`src/rtl/sysctrl_pkg.sv`:
```
// Shared definitions for the sysctrl host: FSM states, command codes and
// payload sizing used by the host and by anything that talks to it.
package sysctrl_pkg;

  localparam int unsigned SYSCTRL_PAYLOAD_DEPTH = 16;

  typedef enum logic [2:0] {
    ST_IDLE,
    ST_START,
    ST_GAP,
    ST_BYTE,
    ST_CAPT,
    ST_FIN
  } host_state_e;

  localparam logic [7:0] SYSCTRL_CMD_ID       = 8'h00;
  localparam logic [7:0] SYSCTRL_CMD_STATUS   = 8'h01;
  localparam logic [7:0] SYSCTRL_CMD_IRQ_MASK = 8'h02;
  localparam logic [7:0] SYSCTRL_CMD_IRQ_ACK  = 8'h03;
  localparam logic [7:0] SYSCTRL_CMD_RESET    = 8'h04;
  localparam logic [7:0] SYSCTRL_CMD_WR_REG   = 8'h05;
  localparam logic [7:0] SYSCTRL_CMD_RD_REG   = 8'h06;
  localparam logic [7:0] SYSCTRL_CMD_POWER    = 8'h07;
  localparam logic [7:0] SYSCTRL_CMD_NOP      = 8'h08;

  // A request can never move more bytes than the payload buffer holds.
  function automatic logic [4:0] clamp_len(input logic [4:0] len);
    return (len > 5'(SYSCTRL_PAYLOAD_DEPTH)) ? 5'(SYSCTRL_PAYLOAD_DEPTH) : len;
  endfunction

endpackage

```
`src/rtl/sysctrl_host_sync2.sv`:
```
// Two-flop synchronizer for a single asynchronous level.
module sync2 (
  input  logic clk,
  input  logic rst_n,
  input  logic d_i,
  output logic q_o
);

  logic meta_q;
  logic sync_q;

  // Shift the input through two flops to settle metastability.
  always_ff @(posedge clk or negedge rst_n) begin
    if (!rst_n) begin
      meta_q <= 1'b0;
      sync_q <= 1'b0;
    end else begin
      meta_q <= d_i;
      sync_q <= meta_q;
    end
  end

  assign q_o = sync_q;

endmodule

```
`src/rtl/sysctrl_host.sv`:
```
// Host side of the sysctrl byte link: sends a command byte plus up to 16
// payload bytes with a fixed idle gap, captures one response byte per
// payload byte and reports each on a response pulse.
module sysctrl_host
  import sysctrl_pkg::*;
#(
  parameter int unsigned BYTE_GAP = 4
) (
  input  logic       clk,
  input  logic       reset_n,
  input  logic       pl_we,
  input  logic [3:0] pl_addr,
  input  logic [7:0] pl_data,
  input  logic       req_valid,
  output logic       req_ready,
  input  logic [7:0] req_cmd,
  input  logic [4:0] req_len,
  output logic       rsp_valid,
  output logic [3:0] rsp_index,
  output logic [7:0] rsp_data,
  output logic       done,
  output logic       irq,
  output logic       data_in_strobe,
  output logic       data_in_start,
  output logic [7:0] data_in,
  input  logic [7:0] data_out,
  input  logic       int_out_n
);

  localparam logic [7:0] GAP_LAST  = 8'(BYTE_GAP - 1);
  localparam logic [7:0] CAPT_LAST = 8'd1;

  host_state_e state_q, state_d;
  logic [7:0]  cnt_q, cnt_d;
  logic [4:0]  idx_q, idx_d;
  logic [4:0]  len_q, len_d;
  logic [7:0]  data_in_q, data_in_d;
  logic        rsp_valid_q, rsp_valid_d;
  logic [3:0]  rsp_index_q, rsp_index_d;
  logic [7:0]  rsp_data_q, rsp_data_d;
  logic        done_q, done_d;
  logic [7:0]  payload_q [SYSCTRL_PAYLOAD_DEPTH];

  logic accept;
  logic gap_last;
  logic capt_last;

  // done_q keeps req_ready low for the done cycle so a new request is only
  // accepted once the previous transaction has been fully reported.
  assign req_ready = (state_q == ST_IDLE) && !done_q;
  assign accept    = req_valid && req_ready;
  assign gap_last  = (cnt_q == GAP_LAST);
  assign capt_last = (cnt_q == CAPT_LAST);

  // State register.
  // NOTE: clocked state uses non-blocking assignments so every flop samples
  // pre-edge values regardless of block ordering.
  always_ff @(posedge clk or negedge reset_n) begin
    if (!reset_n) begin
      state_q <= ST_IDLE;
    end else begin
      state_q <= state_d;
    end
  end

  // Next-state logic: sequence START, then GAP/BYTE/CAPT per byte, then FIN.
  // NOTE: state_d gets a default before the case so no path infers a latch.
  always_comb begin
    state_d = state_q;
    unique case (state_q)
      ST_IDLE:  if (accept) state_d = ST_START;
      ST_START: state_d = ST_GAP;
      ST_GAP:   if (gap_last) state_d = (idx_q < len_q) ? ST_BYTE : ST_FIN;
      ST_BYTE:  state_d = ST_CAPT;
      ST_CAPT:  if (capt_last) state_d = ST_GAP;
      ST_FIN:   state_d = ST_IDLE;
      default:  state_d = ST_IDLE;
    endcase
  end

  // Outputs and datapath next values derived from the current state.
  always_comb begin
    data_in_strobe = (state_q == ST_START) || (state_q == ST_BYTE);
    data_in_start  = (state_q == ST_START);

    // GAP and CAPT time themselves with the shared counter; it restarts on
    // every state change.
    cnt_d = ((state_d == state_q) && ((state_q == ST_GAP) || (state_q == ST_CAPT)))
            ? cnt_q + 8'd1 : 8'd0;

    idx_d       = idx_q;
    len_d       = len_q;
    data_in_d   = data_in_q;
    rsp_valid_d = 1'b0;
    rsp_index_d = rsp_index_q;
    rsp_data_d  = rsp_data_q;
    done_d      = (state_q == ST_FIN);

    // The command byte is latched straight into the data_in register, which
    // presents it during START.
    if (accept) begin
      len_d     = clamp_len(req_len);
      idx_d     = 5'd0;
      data_in_d = req_cmd;
    end

    // Preload the next payload byte so it is on data_in during BYTE.
    if ((state_q == ST_GAP) && (state_d == ST_BYTE)) begin
      data_in_d = payload_q[idx_q[3:0]];
    end

    if ((state_q == ST_CAPT) && capt_last) begin
      rsp_valid_d = 1'b1;
      rsp_index_d = idx_q[3:0];
      rsp_data_d  = data_out;
      idx_d       = idx_q + 5'd1;
    end
  end

  // Datapath and registered output flops.
  always_ff @(posedge clk or negedge reset_n) begin
    if (!reset_n) begin
      cnt_q       <= 8'd0;
      idx_q       <= 5'd0;
      len_q       <= 5'd0;
      data_in_q   <= 8'd0;
      rsp_valid_q <= 1'b0;
      rsp_index_q <= 4'd0;
      rsp_data_q  <= 8'd0;
      done_q      <= 1'b0;
    end else begin
      cnt_q       <= cnt_d;
      idx_q       <= idx_d;
      len_q       <= len_d;
      data_in_q   <= data_in_d;
      rsp_valid_q <= rsp_valid_d;
      rsp_index_q <= rsp_index_d;
      rsp_data_q  <= rsp_data_d;
      done_q      <= done_d;
    end
  end

  // Payload buffer: writable only while idle.
  // NOTE: the buffer has no reset so it maps onto plain storage; its contents
  // also have to survive a host reset.
  always_ff @(posedge clk) begin
    if (pl_we && (state_q == ST_IDLE)) begin
      payload_q[pl_addr] <= pl_data;
    end
  end

  assign data_in   = data_in_q;
  assign rsp_valid = rsp_valid_q;
  assign rsp_index = rsp_index_q;
  assign rsp_data  = rsp_data_q;
  assign done      = done_q;

  sync2 u_irq_sync (
    .clk   (clk),
    .rst_n (reset_n),
    .d_i   (!int_out_n),
    .q_o   (irq)
  );

endmodule

```
`config.mk`:
```
export PLATFORM = sky130hd
export DESIGN_NAME = sysctrl_host
export DESIGN_NICKNAME = d
export VERILOG_FILES = /design/src/rtl/sysctrl_pkg.sv /design/src/rtl/sysctrl_host_sync2.sv /design/src/rtl/sysctrl_host.sv
export SDC_FILE = /design/constraint.sdc
export NUM_CORES = 1
export LEC_CHECK = 0
export ABC_AREA = 1
export CAP_MARGIN = 40
export CORE_AREA = 2 2 147 221
export CTS_CLUSTER_DIAMETER = 100
export DETAILED_ROUTE_END_ITERATION = 12
export DIE_AREA = 0 0 149 223
export GPL_TIMING_DRIVEN = 1
export PLACE_DENSITY = 0.48
export SLEW_MARGIN = 10
export SYNTH_ARGS = -nofsm -noshare
export SYNTH_HDL_FRONTEND = slang
export SYNTH_SLANG_ARGS = --single-unit
```
`constraint.sdc`:
```
create_clock -name clk -period 1.9 [get_ports clk]
set_input_delay 0.38 -clock clk [delete_from_list [all_inputs] [get_ports clk]]
set_output_delay 0.38 -clock clk [all_outputs]
set_load 0.03 [all_outputs]
```
==> flow_summary_export.csv <==
group,metric,value,unit
floorplanning,rows,80,
floorplanning,start_util,24.6,%
worst_setup_path,worstPathRequired,1520,ps
drt,routed_wirelength,20800,um
worst_hold_path,hp-class,"reg2reg",
worst_setup_path,crit_start,"rsp_index[0]$_DFFE_PN0P_",
synthesis,synth_cells,794,
global_route,globalRouteTotalUtil,12.8,%
drt,drt_first_pass_iters,4,
worst_setup_path,regToRegStartpoint,"state_q[0]$_DFF_PN0_",
drt,via_count,5458,
timing,finalCriticalPeriod,1840,ps
synthesis,yosysWarningCount,0,
place,place_ws,-85.6,ps
clock_tree,cts_tree,"yes",
drt,avgRoutedWirePerCell,15.8,um
timing,worst_pin_slew,419,ps
place,io_buffers,63,
worst_setup_path,critPathMaxStageDelay,680,ps
cells_and_area,final_cell_mix,"194 x nand2_1, 147 x inv_1, 134 x nand3_1, 128 x edfxtp_1",
worst_setup_path,cp_cell_sequence,"clkdlybuf4s50_1",
clock_tree,cts.htree.levels,4,
worst_setup_path,worstPathMaxFanout,2,
cells_and_area,fin_nets,936,
worst_setup_path,cp-endpoint,"rsp_index[0]",
global_route,met2_usage,23.9,%
drt,viasPerCell,4.15,
status,outcome,"finished clean",
synthesis,synth-edff-count,128,
worst_setup_path,cp-start-kind,"register",
cells_and_area,fin_util,31.1,%
worst_setup_path,cp-end-kind,"output port",
power_and_ir_drop,total_power,11.2,mW
worst_setup_path,critPathBufInv,1,
clock_tree,clk_pin_slew,70,ps
global_route,grt-busiest-layer,"met2",
cells_and_area,antenna_cells,0,
global_route,use_met1,14.0,%
worst_setup_path,reg2regPathDepth,7,
place,place_hpwl,14700,um
clock_tree,clock_latency,440,ps
timing,fmax,0.544,GHz
floorplanning,dieArea,0.0332,mm2
worst_setup_path,cp_slowest_cell,"clkdlybuf4s50_1",
floorplanning,ioPinCount,64,
global_route,grt_pass1_vias,5469,
synthesis,synth_ff_type,"edfxtp_1",
synthesis,ys_ff_latch,173,
global_route,antenna_found_initial,0,
clock_tree,cts.sinks,173,
global_route,grt_max_degree,42,
power_and_ir_drop,max-vdd-ir-drop,0.000523,V
synthesis,async_flop_share,26.0,%
synthesis,synth_nets,839,
synthesis,syn_area,0.00774,mm2
timing,final-hold-violation-count,0,
run,max_cap_violations,0,
global_route,overflow,0,
worst_setup_path,cp.arrival,1460,ps
cells_and_area,final_common_cell,"nand2_1",
worst_setup_path,path_class,"reg2out",
worst_setup_path,cp_top_family,"buffers and inverters",
drt,antenna_left,0,
worst_setup_path,r2r_setup_slack,160,ps
power_and_ir_drop,p_per_area,1150,mW/mm2
drt,drt_iter0_drc,320,
timing,slew-limit-headroom,72.0,%
clock_tree,clk_path_buf_depth,2,
timing,tns,0,ps
place,place_congestion,0.884,
cells_and_area,drive_gt1_share,11.7,%
drt,drc,0,
worst_setup_path,crit_cells,1,
power_and_ir_drop,leakage,4.35,nW
clock_tree,ctsRootBufferMaster,"clkbuf_16",
cells_and_area,area_growth,26.5,%
floorplanning,core,0.0314,mm2
synthesis,synthDistinctLibCells,32,
timing,fin_crit_sh,96.8,%
worst_setup_path,rr_endpoint,"payload_q[2][6]$_DFFE_PP_",
timing,setup_ws,60.9,ps
timing,skew,12.1,ps
floorplanning,fp.dieW,149,um
global_route,grt_pass1_wl,31100,um
synthesis,ys_seq_area_share,64.2,%
global_route,globalRouteMet3Util,2.45,%
timing,finalSetupViolations,0,
timing,final_max_slew_viol_count,0,
floorplanning,dieHeight,223,um
clock_tree,numCtsBuffers,17,
synthesis,avgSynthCellArea,9.75,um2
## cell type report
class	instances	area, um2
clock inverters	15	205
well taps	410	513
clock buffers	17	425
multi-input cells	440	2080
inverters	150	563
fillers	3297	21600
repair buffers	109	1030
flip-flops and latches	173	4970
## where the power goes
group	internal [mW]	total [mW]	leakage (nW)	switching [mW]
combinational	1.06	2.89	2.32	1.83
sequential	4.41	4.59	1.72	0.187
clock	2.22	3.74	0.313	1.52
total	7.68	11.2	4.35	3.54
## worst min-delay path by stage
stage / depth (start not counted) / slack [ps] / start / endpoint
after floorplan: 0 / 80 / reset_n / cnt_q[0]$_DFF_PN0_
after global placement: 0 / 330 / u_irq_sync.meta_q$_DFF_PN0_ / u_irq_sync.q_o$_DFF_PN0_
after detailed placement: 1 / 340 / reset_n / cnt_q[6]$_DFF_PN0_
after CTS: 0 / 350 / u_irq_sync.meta_q$_DFF_PN0_ / u_irq_sync.q_o$_DFF_PN0_
after global routing: 0 / 350 / u_irq_sync.meta_q$_DFF_PN0_ / u_irq_sync.q_o$_DFF_PN0_
final: 0 / 350 / u_irq_sync.meta_q$_DFF_PN0_ / u_irq_sync.q_o$_DFF_PN0_
## flip-flops by register name, indices dropped and copies added (netlist names), 3 cells and up
signal     flops
cnt_q          8
data_in        8
idx_q          5
len_q          5
payload_q    128
rsp_data       8
rsp_index      4
state_q        3
## Yosys cell counts (all sizes together), types with 2 or more instances
cell type,instances,area share [%]
nand2,197,9.6
inv,148,7.2
nand3,138,9.1
edfxtp,128,50
nor2,51,2.5
dfrtp,45,15
buf,25,1.7
or2,16,1.3
o21ai,10,0.65
ha,7,1.1
clkbuf,6,0.31
nor3,4,0.40
o22ai,4,0.32
xor2,4,0.45
a21oi,2,0.13
clkinv,2,0.097
xnor2,2,0.23
## metrics by stage
stage	cell area, um2	hold slack (ps)	instances
finish	9790	350	1314
global route	9790	352	1314
CTS	9710	352	1311
detailed placement	9080	337	1278
global placement	9080	335	1278
floorplan	7740	84.4	794
## routing by layer
metal | part of all wire (%) | wire length (um)
met1 | 39 | 8100
met2 | 54 | 11200
met3 | 4.4 | 923
met4 | 2.7 | 562
met5 | 0 | 0
## cells by family after synthesis
family | count (synthesis) | share of synthesized area, %
AOI/OAI and AO/OA | 19 | 1.42
xor gates and xnor gates | 6 | 0.679
adders and majority gates | 7 | 1.13
buffers and inverters | 181 | 9.33
DFF | 173 | 64.2
and+or+nand+nor | 408 | 23.2
## repair_timing
action / in CTS / in global routing
hold buffers: 1 / 0
endpoints found under the setup margin: 5 / 146
buffers inserted: 0 / 3
endpoints found under the hold margin: 14 / 0
gates resized for setup: 5 / 19
pin swaps: 0 / 2
Note: power is estimated with default switching activity, not from simulation.
